**config.mk**
```make
export PLATFORM = sky130hd
export DESIGN_NAME = mul_share_sched
export DESIGN_NICKNAME = d
export VERILOG_FILES = /design/src/rtl/mul_sched_pkg.sv /design/src/rtl/mul_pipe.sv /design/src/rtl/mul_share_sched.sv
export SDC_FILE = /design/constraint.sdc
export NUM_CORES = 1
export LEC_CHECK = 0
export ABC_AREA = 1
export BUFFER_PORTS_ARGS = -buffer_cell sky130_fd_sc_hd__buf_2
export CAP_MARGIN = 10
export CORE_UTILIZATION = 50
export DETAILED_ROUTE_END_ITERATION = 10
export PLACE_DENSITY = 0.74
export SYNTH_ARGS = -nofsm -noshare
export SYNTH_HDL_FRONTEND = slang
export SYNTH_SLANG_ARGS = --single-unit
```
**constraint.sdc**
```tcl
create_clock -name clk -period 14.8 [get_ports clk]
set_clock_uncertainty 0.05 [all_clocks]
set_input_delay 2.96 -clock clk [delete_from_list [all_inputs] [get_ports clk]]
set_output_delay 2.96 -clock clk [all_outputs]
set_load 0.02 [all_outputs]
```
**src/rtl/mul_sched_pkg.sv**
```systemverilog
// Shared types, defaults and the round-robin pick helper
// for the shared-multiplier scheduler.
package mul_sched_pkg;

    localparam int DEF_NUM_REQ = 4;
    localparam int DEF_WIDTH   = 16;
    localparam int DEF_LATENCY = 2;

    // Widest requester set supported; narrower configs use the low bits.
    localparam int MAX_REQ = 8;

    typedef struct packed {
        logic               valid;
        logic [MAX_REQ-1:0] id;
    } tag_t;

    typedef struct packed {
        logic       found;
        logic [2:0] idx;
    } pick_t;

    // Rotate-and-priority search: first valid index at or after ptr,
    // wrapping modulo n.
    // Scanning from the far end lets the nearest hit overwrite the others.
    function automatic pick_t rr_pick(
        input logic [MAX_REQ-1:0] valid,
        input int                 n,
        input int                 ptr
    );
        pick_t r;
        int    j;
        r = '0;
        for (int k = MAX_REQ - 1; k >= 0; k--) begin
            if (k < n) begin
                j = (ptr + k) % n;
                if (valid[j[2:0]]) begin
                    r.found = 1'b1;
                    r.idx   = j[2:0];
                end
            end
        end
        return r;
    endfunction

endpackage

```
**src/rtl/mul_pipe.sv**
```systemverilog
// LATENCY-stage unsigned multiplier, low WIDTH bits of the product.
// Ports: clk, rst (async high), a, b in; p out after LATENCY edges.
module mul_pipe
    import mul_sched_pkg::*;
#(
    parameter int WIDTH   = DEF_WIDTH,
    parameter int LATENCY = DEF_LATENCY
) (
    input  logic             clk,
    input  logic             rst,
    input  logic [WIDTH-1:0] a,
    input  logic [WIDTH-1:0] b,
    output logic [WIDTH-1:0] p
);

    logic [WIDTH-1:0] st [LATENCY];

    always_ff @(posedge clk or posedge rst) begin
        if (rst) begin
            for (int i = 0; i < LATENCY; i++) begin
                st[i] <= '0;
            end
        end else begin
            st[0] <= a * b;
            for (int i = 1; i < LATENCY; i++) begin
                st[i] <= st[i-1];
            end
        end
    end

    assign p = st[LATENCY-1];

endmodule

```
**src/rtl/mul_share_sched.sv**
```systemverilog
// Round-robin scheduler sharing one pipelined multiplier among
// NUM_REQ requesters; a tag chain returns each product one-hot.
// Ports: clk, rst; req_valid/req_a/req_b in, req_ready out;
// resp_valid/resp_p out; busy, issue_count status.
module mul_share_sched
    import mul_sched_pkg::*;
#(
    parameter int NUM_REQ = DEF_NUM_REQ,
    parameter int WIDTH   = DEF_WIDTH,
    parameter int LATENCY = DEF_LATENCY
) (
    input  logic                     clk,
    input  logic                     rst,
    input  logic [NUM_REQ-1:0]       req_valid,
    input  logic [NUM_REQ*WIDTH-1:0] req_a,
    input  logic [NUM_REQ*WIDTH-1:0] req_b,
    output logic [NUM_REQ-1:0]       req_ready,
    output logic [NUM_REQ-1:0]       resp_valid,
    output logic [WIDTH-1:0]         resp_p,
    output logic                     busy,
    output logic [31:0]              issue_count
);

    localparam int PW = $clog2(NUM_REQ);

    logic [PW-1:0]      ptr;
    logic [MAX_REQ-1:0] vext;
    pick_t              pick;
    logic               grant;
    logic [PW-1:0]      gidx;
    logic [WIDTH-1:0]   a_sel;
    logic [WIDTH-1:0]   b_sel;
    logic [WIDTH-1:0]   pipe_p;
    logic [WIDTH-1:0]   hold_q;
    logic [31:0]        cnt_q;
    tag_t               tag_q [LATENCY];
    tag_t               tag_out;

    assign vext = MAX_REQ'(req_valid);

    always_comb begin
        pick = rr_pick(vext, NUM_REQ, int'(ptr));
    end

    // No grants while reset is held so nothing is accepted into a
    // pipeline that is being cleared.
    assign grant = pick.found && !rst;
    assign gidx  = pick.idx[PW-1:0];

    always_comb begin
        req_ready = '0;
        if (grant) begin
            req_ready = NUM_REQ'(1) << gidx;
        end
    end

    assign a_sel = req_a[int'(gidx)*WIDTH +: WIDTH];
    assign b_sel = req_b[int'(gidx)*WIDTH +: WIDTH];

    mul_pipe #(
        .WIDTH   (WIDTH),
        .LATENCY (LATENCY)
    ) u_mul (
        .clk (clk),
        .rst (rst),
        .a   (a_sel),
        .b   (b_sel),
        .p   (pipe_p)
    );

    always_ff @(posedge clk or posedge rst) begin
        if (rst) begin
            ptr   <= '0;
            cnt_q <= '0;
        end else if (grant) begin
            ptr   <= (gidx == PW'(NUM_REQ - 1)) ? '0 : gidx + 1'b1;
            cnt_q <= cnt_q + 32'd1;
        end
    end

    always_ff @(posedge clk or posedge rst) begin
        if (rst) begin
            for (int i = 0; i < LATENCY; i++) begin
                tag_q[i] <= '0;
            end
        end else begin
            tag_q[0].valid <= grant;
            tag_q[0].id    <= MAX_REQ'(req_ready);
            for (int i = 1; i < LATENCY; i++) begin
                tag_q[i] <= tag_q[i-1];
            end
        end
    end

    assign tag_out = tag_q[LATENCY-1];

    // The multiplier shifts every cycle, so the last valid product is
    // captured here to keep resp_p steady between results.
    always_ff @(posedge clk or posedge rst) begin
        if (rst) begin
            hold_q <= '0;
        end else if (tag_out.valid) begin
            hold_q <= pipe_p;
        end
    end

    assign resp_p     = tag_out.valid ? pipe_p : hold_q;
    assign resp_valid = tag_out.valid ? tag_out.id[NUM_REQ-1:0] : '0;

    always_comb begin
        busy = 1'b0;
        for (int i = 0; i < LATENCY; i++) begin
            busy = busy | tag_q[i].valid;
        end
    end

    assign issue_count = cnt_q;

endmodule
```
# --- Word level (Yosys, flattened, before mapping) ---
# Cells that the tools add are included.
classes:
  n_addsub: 5
  mux: 16
  order_cmp: 4
  n_bitwise: 4
  eq_ne: 1
  reduce_logical: 5
  n_shift: 3
  multipliers: 1
op_table:
  columns: ["cell", "n"]
  rows:
  - ["indexed part select 64 x 7 -> 16 bit", 2]
  - ["adder 32 x 1 -> 32 bit, second input constant", 1]
  - ["2-to-1 mux 4 bit", 6]
  - ["multiplier 16 x 16 -> 16 bit", 1]
  - ["2-to-1 mux 16 bit", 1]
  - ["< comparator 3 x 4 -> 1 bit, second input constant", 3]
  - ["binary-select mux 1 bit (select 3 bit)", 3]
  - ["OR reduction 2 bit", 3]
  - ["adder 2 x 1 -> 2 bit, second input constant", 2]
  - ["adder 2 bit, second input constant", 2]
  - ["< comparator 2 x 4 -> 1 bit, second input constant", 1]
  - ["2-to-1 mux 1 bit", 4]
  - ["<< shifter 1 x 2 -> 4 bit, first input constant", 1]
  - ["bitwise AND 1 bit, first input constant", 3]
  - ["binary-select mux 1 bit (select 2 bit)", 1]
  - ["== test 2 bit, second input constant", 1]
  - ["2-to-1 mux 2 bit", 1]
  - ["logical AND 1 bit", 1]
  - ["zero test 1 bit", 1]
  - ["OR 1 bit", 1]
totals:
  output_inout_bits: 57
  elab_cells: 48
  ff_bits: 92
  inputBits: 134

# --- Longest topological paths before layout ---
# Gate-level depths: netlist of run 1.
logic_depth:
  depth_word: 11
  mapped_depth: 46
  ltp_nobuf: 43

# --- By module ---
# Synthesis of run 1 repeated with hierarchy kept, for this count alone.
hier_totals:
  hier_cells: 1505
  hier_area_um2: 10117.2
modules_own_cells:
  columns: ["mod", "area_each_um2", "seq_area_each_um2", "instances", "cells_per_inst"]
  rows:
  - ["mul_pipe", 5323.9, 800.8, 1, 705]
  - ["mul_share_sched", 4793.3, 1501.4, 1, 800]

# --- Least setup slack after synthesis of run 1 ---
# Ideal clock, no wire load.
synth_path:
  path_type: "in2reg"
  startpoint: "input port req_valid[3]"
  endpoint: "register u_mul.st[31] in the netlist's numbering"
  setup_ns: 0.113
  setup_slack_ns: 5.895
  arrival_time_ns: 8.742
  n_path_buf: 3
  cell_stages: 39
  t_required_ns: 14.637
  cell_sequence: "inv_1 > o21ai_1 > nand2_1 > nand3_4 > nand2_2 > nand2_2 > nand2_4 > buf_6 > buf_6 > nand2_2 > nand3_2 > nand2_2 > clkbuf_1 > nor2_1 > fa_1 > fa_1 > ha_1 > inv_1 > [3 not listed] > inv_1 > ha_1 > a21oi_1 > o21ai_0 > nand3_1 > nand2_1 > nand3_1 > nand2_1 > a21oi_1 > inv_1 > a21oi_1 > inv_1 > nand2_1 > nand2_1 > inv_1 > nand3_1 > nand2_1 > inv_1"
synth_between:
  elab_chain_cells: 8
  word_cells_on_any_way: 15
  cone_classes: "mul: 1; shift: 2; mux: 12"
synth_rtl:
  columns: ["element", "line", "text"]
  rows:
  - ["start: declaration", "mul_share_sched.sv:14", "input logic [NUM_REQ-1:0] req_valid,"]
  - ["binary-select mux 1 bit (select 3 bit)", "mul_sched_pkg.sv:36", "if (valid[j[2:0]]) begin"]
  - ["2-to-1 mux 1 bit (implied by the code)", "mul_sched_pkg.sv:36", null]
  - ["2-to-1 mux 4 bit (3 in series)", "mul_sched_pkg.sv:36", null]
  - ["2-to-1 mux 4 bit *", "mul_sched_pkg.sv:36", null]
  - ["indexed part select 64 x 7 -> 16 bit, on equally long branches", "mul_share_sched.sv:57, mul_share_sched.sv:58", null]
  - ["multiplier 16 x 16 -> 16 bit *", "mul_pipe.sv:24", "st[0] <= a * b;"]
  - ["end signal: indexed assignment", "mul_pipe.sv:26", "st[i] <= st[i-1];"]
  - ["end: declaration", "mul_pipe.sv:16", "logic [WIDTH-1:0] st [LATENCY];"]
# Every way passes the cells marked *; elsewhere a longest branch is shown, timed or not. The select of a mux whose other input is x is not followed.
# A chain may end at the register's enable or synchronous reset.

# --- Final worst setup path of run 1 ---
# Ends and elaborated chain as after synthesis.

==> results.toml, run 1 <==
[synthesis]
synth_edf_count = 0
ys_warn_count = 0
ys_seq_elements = 92
ys_types = 43
syn_area_per_cell_um2 = 7.462
synth_area_um2 = 9230
synth_nets = 1505
synth_cells = 1237
yosysSeqAreaShare = 0.2494
synth_flop_cell = "dfrtp_1"
synthArstFlopShare = 1.000

[cts]
clock-sinks = 92
postCtsHoldBufs = 0
clk_latency_ns = 0.34
path_clk_slew_ns = 0.06
cts_buffers = 9
tritoncts = "done"
clk_path_buf_depth = 2
cts_setup_buffers = 0
h-tree-depth = 3
cts_resized = 0
cts-root-buf = "clkbuf_16"

[floorplan]
die_w_um = 137.9
coreArea_um2 = 18020
rows = 49
initial_core_util = 0.5121
fp.dieH_um = 137.9
dieArea_um2 = 19010
io_pins = 191

[timing]
setup_tns_ns = 0
finalWorstSetupSlack_ns = 4.889
max_slew_margin = 0.4543
final-setup-viol-count = 0
min_period_ns = 9.911
finalMaxSlewViolations = 0
period_share = 0.6696
rsz0062_at_grt = "false"
hold_viol = 0
fmax_mhz = 100.9
worst_pin_slew_ns = 0.8173

[final_layout]
fin_nets = 1676
area_growth_pct = 14.42
regArea_um2 = 2302
drive_gt1_frac = 0.1798
final_util = 0.5859
fillCellCount = 1640
final_cell_count_no_fill = 1644
multi_input_area_um2 = 5689

[setup_path]
critical_path.max_fanout = 65
required_ns = 14.98
cp-end-kind = "flop"
max_stage_delay_ns = 0.66
critical_path_buf_inv_count = 9
crit_arrival_ns = 10.09
cp_slowest_cell = "nand2_4"
cp-start-kind = "primary input"
path_class = "in -> reg"
path_delay_family = "adder cells"
worst_path_most_repeated_cell = "inv_1"

[routing]
post_drt_wl_per_cell_um = 13.95
post-route-drc-count = 0
drt_wl_total_um = 22940
ant_nets = 0
vias = 8197
vias_per_cell = 4.986
drt_first_iter_violations = 487
first_pass_iters = 5

[global_routing]
grt_pass1_wl_um = 37650
first_global_vias = 8087
grt_start_max_net_pins = 73
grt_usage = 0.2558
overflow = 0
antenna_found_initial = 2

[job]
drv_cap = 0

[placed_design]
dp_slack_ns = 4.615
place.gp.congestion = 0.9557
portBuffers = 190
dpl.hpwl_um = 18480
dp.cells = 1626

[status]
status = "finished clean"

[worst_hold_path]
hp-class = "reg -> reg"
area by class of cell:
cell class	instances	share of cell area
tap	229	0.02713
clock inverter	3	0.004146
multi-input combinational	848	0.5387
clock buffer	13	0.02559
antenna	2	0.0004739
inverter	265	0.09454
timing repair buffer	192	0.09146
sequential	92	0.2180
routing by layer:
metal	vias to the layer above	GRT usage	wire length (um)
met5	-	0	0
met4	0	0.1341	1071
met3	58	0.03289	1414
met2	328	0.4256	10530
met1	3785	0.3248	9922
li1	4026	-	-
placed cells by master, fill, tap and decap left out, types with 2 or more instances in the layout:
cell type  count
a21oi_1       16
buf_2        190
buf_4          2
clkbuf_16      9
clkbuf_8       3
clkinv_2       2
dfrtp_1       92
diode_2        2
fa_1          80
ha_1          54
inv_1        260
inv_2          3
nand2_1      357
nand2_2       16
nand2_4        5
nand3_1      105
nand3_2        4
nand3b_1       7
nand4_1        6
nor2_1        96
nor2_2         2
nor3_1         7
nor3_2         2
nor4_1         2
o211ai_1       3
o21ai_0       12
o21ai_1        2
o21ai_2        2
or2_0          2
or2_1          5
or2_2          4
xnor2_1       17
xor2_1        31
cell usage after synthesis (2+ instances only):
| cell | n | area [um2] |
|---|---|---|
| nor4_1 | 2 | 12.51 |
| inv_1 | 261 | 979.7 |
| nand3b_1 | 7 | 52.55 |
| clkbuf_1 | 8 | 30.03 |
| nand2_4 | 5 | 56.30 |
| xor2_1 | 31 | 271.5 |
| buf_2 | 7 | 35.03 |
| or2_2 | 4 | 25.02 |
| nor3_1 | 7 | 35.03 |
| o211ai_1 | 3 | 22.52 |
| inv_2 | 3 | 11.26 |
| dfrtp_1 | 92 | 2302 |
| nor2_2 | 2 | 12.51 |
| o21ai_2 | 2 | 17.52 |
| nand2_1 | 357 | 1340 |
| fa_1 | 80 | 1602 |
| a21oi_1 | 16 | 80.08 |
| nor3_2 | 2 | 20.02 |
| nor2_1 | 96 | 360.4 |
| o21ai_1 | 2 | 10.01 |
| xnor2_1 | 17 | 148.9 |
| or2_1 | 5 | 31.28 |
| nand4_1 | 6 | 37.54 |
| nand3_1 | 105 | 525.5 |
| or2_0 | 2 | 12.51 |
| nand2_2 | 16 | 100.1 |
| nand3_2 | 4 | 40.04 |
| ha_1 | 54 | 675.7 |
| buf_6 | 13 | 146.4 |
| buf_4 | 4 | 30.03 |
| o21ai_0 | 12 | 60.06 |
state kept, by name (all words and copies together), names as in the netlist:
register     flops
u_mul.p         16
ptr              2
hold_q          16
issue_count     32
tag_q            5
tag_out          5
u_mul.st        16
cells by family after synthesis:
kind of cell,synth area share
DFF,0.2494
and+or+nand+nor,0.2938
xor gates and xnor gates,0.04555
adders and majority gates,0.2467
AOI/OAI and AO/OA,0.03037
buffers and inverters,0.1342
worst paths after layout:
check	startpoint	endpoint	slack (ns)	cells after the start
max	req_valid[3]	u_mul.st[31]	4.89	37
min	u_mul.st[29]	u_mul.p[13]	0.30	0
max reg2reg	ptr[0]	u_mul.st[31]	6.99	35
min reg2reg	u_mul.st[29]	u_mul.p[13]	0.30	0
max in group asynchronous	rst	hold_q[13]	10.96	3
min in group asynchronous	rst	issue_count[29]	2.65	2
stage by stage:
stage / area [um2] / hold WS (ns)
2_1_floorplan: 9230 / 0.2812
3_3_place_gp: 10240 / 0.2814
3_5_place_dp: 10240 / 0.2847
4_1_cts: 10560 / 0.2976
5_1_grt: 10560 / 0.3034
6_report: 10560 / 0.2967
Power of run 1 is left out: the tool's default activity adds up to more than one toggle a clock period on the data nets, which glitch-free logic cannot reach.
==> inputs of run 2 (changes only) <==
--- a/config.mk
+++ b/config.mk
@@ -10,7 +10,7 @@
 export CAP_MARGIN = 10
 export CORE_UTILIZATION = 50
 export DETAILED_ROUTE_END_ITERATION = 10
-export PLACE_DENSITY = 0.74
+export PLACE_DENSITY = 0.77
 export SYNTH_ARGS = -nofsm -noshare
 export SYNTH_HDL_FRONTEND = slang
 export SYNTH_SLANG_ARGS = --single-unit
==> constraint.sdc (replaced) <==
create_clock -name clk -period 8.4 [get_ports clk]
set_clock_uncertainty 0.05 [all_clocks]
set_input_delay 1.68 -clock clk [delete_from_list [all_inputs] [get_ports clk]]
set_output_delay 1.68 -clock clk [all_outputs]
set_load 0.02 [all_outputs]
==> run 2 against run 1 <==
Worst hold slack about the same. Sequential cell count unchanged. Global-route usage about the same. Sequential share of layout area decreased by 0.34 points. Critical path depth increased by 3. Final area increased by 1.6%. Setup slack got worse by 4.4 ns. Non-clock buffer count increased by 20. Cell count increased by 1.3%. Core utilization increased by 0.93 points. Largest cell class unchanged.
==> results.toml, run 2 (synthesized netlist as in run 1, its figures left out) <==
[routing]
post_drt_wl_per_cell_um = 13.69
vias_per_cell = 4.957
drt_wl_total_um = 22810
ant_nets = 0
post-route-drc-count = 0
vias = 8259
drt_first_iter_violations = 421
first_pass_iters = 6

[timing]
fin_hold_ws_ns = 0.2967
max_slew_margin = 0.5252
fmax_mhz = 127.0
finalMaxSlewViolations = 0
min_period_ns = 7.877
worst_pin_slew_ns = 0.7113
final-setup-viol-count = 0
rsz0062_at_grt = "false"
hold_viol = 0
period_share = 0.9377
setup_tns_ns = 0
finalWorstSetupSlack_ns = 0.5229

[setup_path]
crit_arrival_ns = 8.05
r2r_start = "ptr[0]"
required_ns = 8.58
path_class = "in -> reg"
cp-start-kind = "primary input"
reg2reg_depth = 39
max_stage_delay_ns = 0.53
cp_slowest_cell = "fa_1"
critical_path_buf_inv_count = 12
critical_path.max_fanout = 40
path_delay_family = "adder cells"
crit_cells = 40
worst_path_most_repeated_cell = "inv_1"
worstSetupStartpoint = "req_valid[1]"
cp-end-kind = "flop"

[floorplan]
fp.dieH_um = 137.9
initial_core_util = 0.5121
dieArea_um2 = 19010
die_w_um = 137.9
coreArea_um2 = 18020
io_pins = 191
rows = 49

[final_layout]
drive_gt1_frac = 0.1905
fillCellCount = 1672
fin_nets = 1696
final_cell_mix = "357 x nand2_1, 260 x inv_1, 190 x buf_2"
area_growth_pct = 16.24
regArea_um2 = 2302
largest_register_ffs = 32
layout_commonest_cell = "nand2_1"
multi_input_area_um2 = 5698
final_cell_count_no_fill = 1666

[cts]
postCtsHoldBufs = 0
cts_buffers = 9
path_clk_slew_ns = 0.06
clock-sinks = 92
clk_path_buf_depth = 2
cts_resized = 0
clk_latency_ns = 0.33
tritoncts = "done"
cts-root-buf = "clkbuf_16"
h-tree-depth = 3
cts_setup_buffers = 0

[global_routing]
grt_start_max_net_pins = 52
overflow = 0
grt_usage = 0.2559
antenna_found_initial = 5
globalRouteMet2Util = 0.4542
grtUsageMet3 = 0.03289
gr-max-usage-layer = "met2"
met1_usage = 0.3127
grt_pass1_wl_um = 37880
first_global_vias = 8110

[worst_hold_path]
holdPathStages = 0
hp-class = "reg -> reg"
worst_hold_startpoint = "u_mul.st[26]"

[status]
status = "finished clean"

[placed_design]
dpl.hpwl_um = 18870
portBuffers = 190
dp_slack_ns = 0.1567
place.gp.congestion = 0.9473
dp.cells = 1646

[job]
drv_cap = 0
run 2: path summary, 6_finish.rpt:
| path | slack, ns | end |
|---|---|---|
| min reg2reg | 0.30 | u_mul.p[10] |
| max reg2reg | 1.29 | u_mul.st[31] |
| min in group asynchronous | 1.39 | issue_count[15] |
| max in group asynchronous | 5.83 | hold_q[8] |
| max | 0.52 | u_mul.st[31] |
| min | 0.30 | u_mul.p[10] |
run 2: stage by stage:
stage,cell area [um2],utilization
2_1_floorplan,9230,-
3_3_place_gp,10410,0.5773
3_5_place_dp,10410,0.5773
5_1_grt,10730,0.5952
6_report,10730,0.5952
4_1_cts,10710,0.5942
run 2: final cells by class:
class                   count  share of cell area
multi-input cells         848              0.5311
flip-flops and latches     92              0.2146
repair buffers            212              0.1052
inverters                 265             0.09306
well taps                 229             0.02671
clock buffers              13             0.02426
clock inverters             3            0.004198
diodes                      4           0.0009329
run 2: per-layer routing:
metal / up-vias / wire [um]
li1: 4076 / -
met1: 3856 / 9760
met2: 276 / 10900
met3: 49 / 1221
met4: 2 / 911
met5: - / 18
Power of run 2 is left out for the same reason.
==> inputs of run 3 (changes only) <==
--- a/config.mk
+++ b/config.mk
@@ -9,8 +9,10 @@
 export BUFFER_PORTS_ARGS = -buffer_cell sky130_fd_sc_hd__buf_2
 export CAP_MARGIN = 10
 export CORE_UTILIZATION = 50
+export CTS_BUF_LIST = sky130_fd_sc_hd__clkbuf_4 sky130_fd_sc_hd__clkbuf_8
 export DETAILED_ROUTE_END_ITERATION = 10
-export PLACE_DENSITY = 0.77
+export HOLD_SLACK_MARGIN = 0.15
+export PLACE_DENSITY = 0.86
 export SYNTH_ARGS = -nofsm -noshare
 export SYNTH_HDL_FRONTEND = slang
 export SYNTH_SLANG_ARGS = --single-unit
==> run 3 against run 2 <==
Final area is 0.72% lower. Critical endpoint is now u_mul.st[30]. Critical path depth down 5. Non-clock buffer count did not move. Highest routed layer is now met4.
==> results.toml, run 3 (synthesized netlist as in run 1, its figures left out) <==
[setup_path]
required_ns = 8.63
cp_slowest_cell = "fa_1"
cp-end-kind = "flop"
worst_path_most_repeated_cell = "inv_1"
cp-start-kind = "primary input"
max_stage_delay_ns = 0.55
critical_path.max_fanout = 19
path_class = "in -> reg"
crit_arrival_ns = 8.06

[global_routing]
grtUsageMet3 = 0.03034
overflow = 0
gr-max-usage-layer = "met2"
met1_usage = 0.3139
globalRouteMet2Util = 0.4544
grt_usage = 0.2565
antenna_found_initial = 0
first_global_vias = 8153
grt_pass1_wl_um = 37960
grt_start_max_net_pins = 70

[routing]
vias_per_cell = 5.075
post-route-drc-count = 0
drt_first_iter_violations = 431
drt_wl_total_um = 22990
first_pass_iters = 5
vias = 8444
post_drt_wl_per_cell_um = 13.82
ant_nets = 0

[timing]
max_slew_margin = 0.4679
fmax_mhz = 127.7
finalMaxSlewViolations = 0
period_share = 0.9321
min_period_ns = 7.830
rsz0062_at_grt = "false"
fin_hold_ws_ns = 0.3019
setup_tns_ns = 0
worst_pin_slew_ns = 0.7981
final-setup-viol-count = 0
hold_viol = 0

[final_layout]
final_cell_mix = "357 x nand2_1, 259 x inv_1, 190 x buf_2"
final_util = 0.5909
fillCellCount = 1577
antenna_cells = 0
largest_register_ffs = 32
area_growth_pct = 15.40
drive_gt1_frac = 0.1937
layout_commonest_cell = "nand2_1"
final_cell_count_no_fill = 1664
fin_nets = 1698

[cts]
path_clk_slew_ns = 0.09
clock-sinks = 92
cts_buffers = 9
clk_latency_ns = 0.36
cts-root-buf = "clkbuf_8"
clk_path_buf_depth = 2
h-tree-depth = 3
tritoncts = "done"
postCtsHoldBufs = 0

[placed_design]
dpl.hpwl_um = 18670
portBuffers = 190
dp.cells = 1646
place.gp.congestion = 0.9262

[status]
status = "finished clean"

[worst_hold_path]
hp-class = "reg -> reg"

[floorplan]
rows = 49
io_pins = 191
dieArea_um2 = 19010
coreArea_um2 = 18020
die_w_um = 137.9
initial_core_util = 0.5121
fp.dieH_um = 137.9

[job]
drv_cap = 0
-- run 3: cell types whose count changed in the layout (fill, tap and decap cells not counted), sizes merged --
| cell | previous run | this run |
|---|---|---|
| bufinv | 1 | 0 |
| nand2 | 378 | 380 |
| clkinv | 1 | 2 |
| diode | 4 | 0 |
-- run 3: final timing paths --
| path | from | depth (start not counted) | slack [ns] | to |
|---|---|---|---|---|
| min | u_mul.st[16] | 0 | 0.30 | u_mul.p[0] |
| max | req_valid[3] | 35 | 0.57 | u_mul.st[30] |
| max in group asynchronous | rst | 3 | 5.90 | hold_q[14] |
| min in group asynchronous | rst | 2 | 1.25 | tag_q[12] |
| max reg2reg | ptr[0] | 42 | 1.30 | u_mul.st[31] |
| min reg2reg | u_mul.st[16] | 0 | 0.30 | u_mul.p[0] |
-- run 3: repair_timing --
| action | CTS | global route |
|---|---|---|
| setup buffers | 0 | 0 |
| gates resized for setup | 0 | 4 |
| setup endpoints to repair | 0 | 2 |
-- run 3: final cells by class --
| class | instances | area (um2) | share of cell area |
|---|---|---|---|
| Clock buffer | 13 | 172.7 | 0.01621 |
| Clock inverter | 3 | 20.02 | 0.001879 |
| Inverter | 265 | 1001 | 0.09397 |
| Multi-Input combinational cell | 850 | 5728 | 0.5378 |
| Sequential cell | 92 | 2302 | 0.2161 |
| Tap cell | 229 | 286.5 | 0.02690 |
| Timing Repair Buffer | 212 | 1141 | 0.1071 |
-- run 3: metrics by stage --
stage / instance area, um2 / setup slack [ns]
2_1_floorplan: 9230 / 0.7748
3_3_place_gp: 10420 / 0.3122
3_5_place_dp: 10420 / 0.04051
4_1_cts: 10610 / 0.3998
5_1_grt: 10650 / 0.0001945
6_report: 10650 / 0.5702
-- run 3: critical path, delay by kind of cell --
kind / cells / cell delay (ns)
fa+ha+maj: 7 / 3.08
simple gates: 10 / 1.21
compound gates: 7 / 1.08
buf+inv: 10 / 0.89
xor+xnor: 1 / 0.12
-- run 3: metal layers --
metal  vias up  share of wire
li1       4085              -
met3        59          0.063
met1      3938           0.42
met2       362           0.48
met5         -              0
met4         0          0.039
Power of run 3 is left out for the same reason.
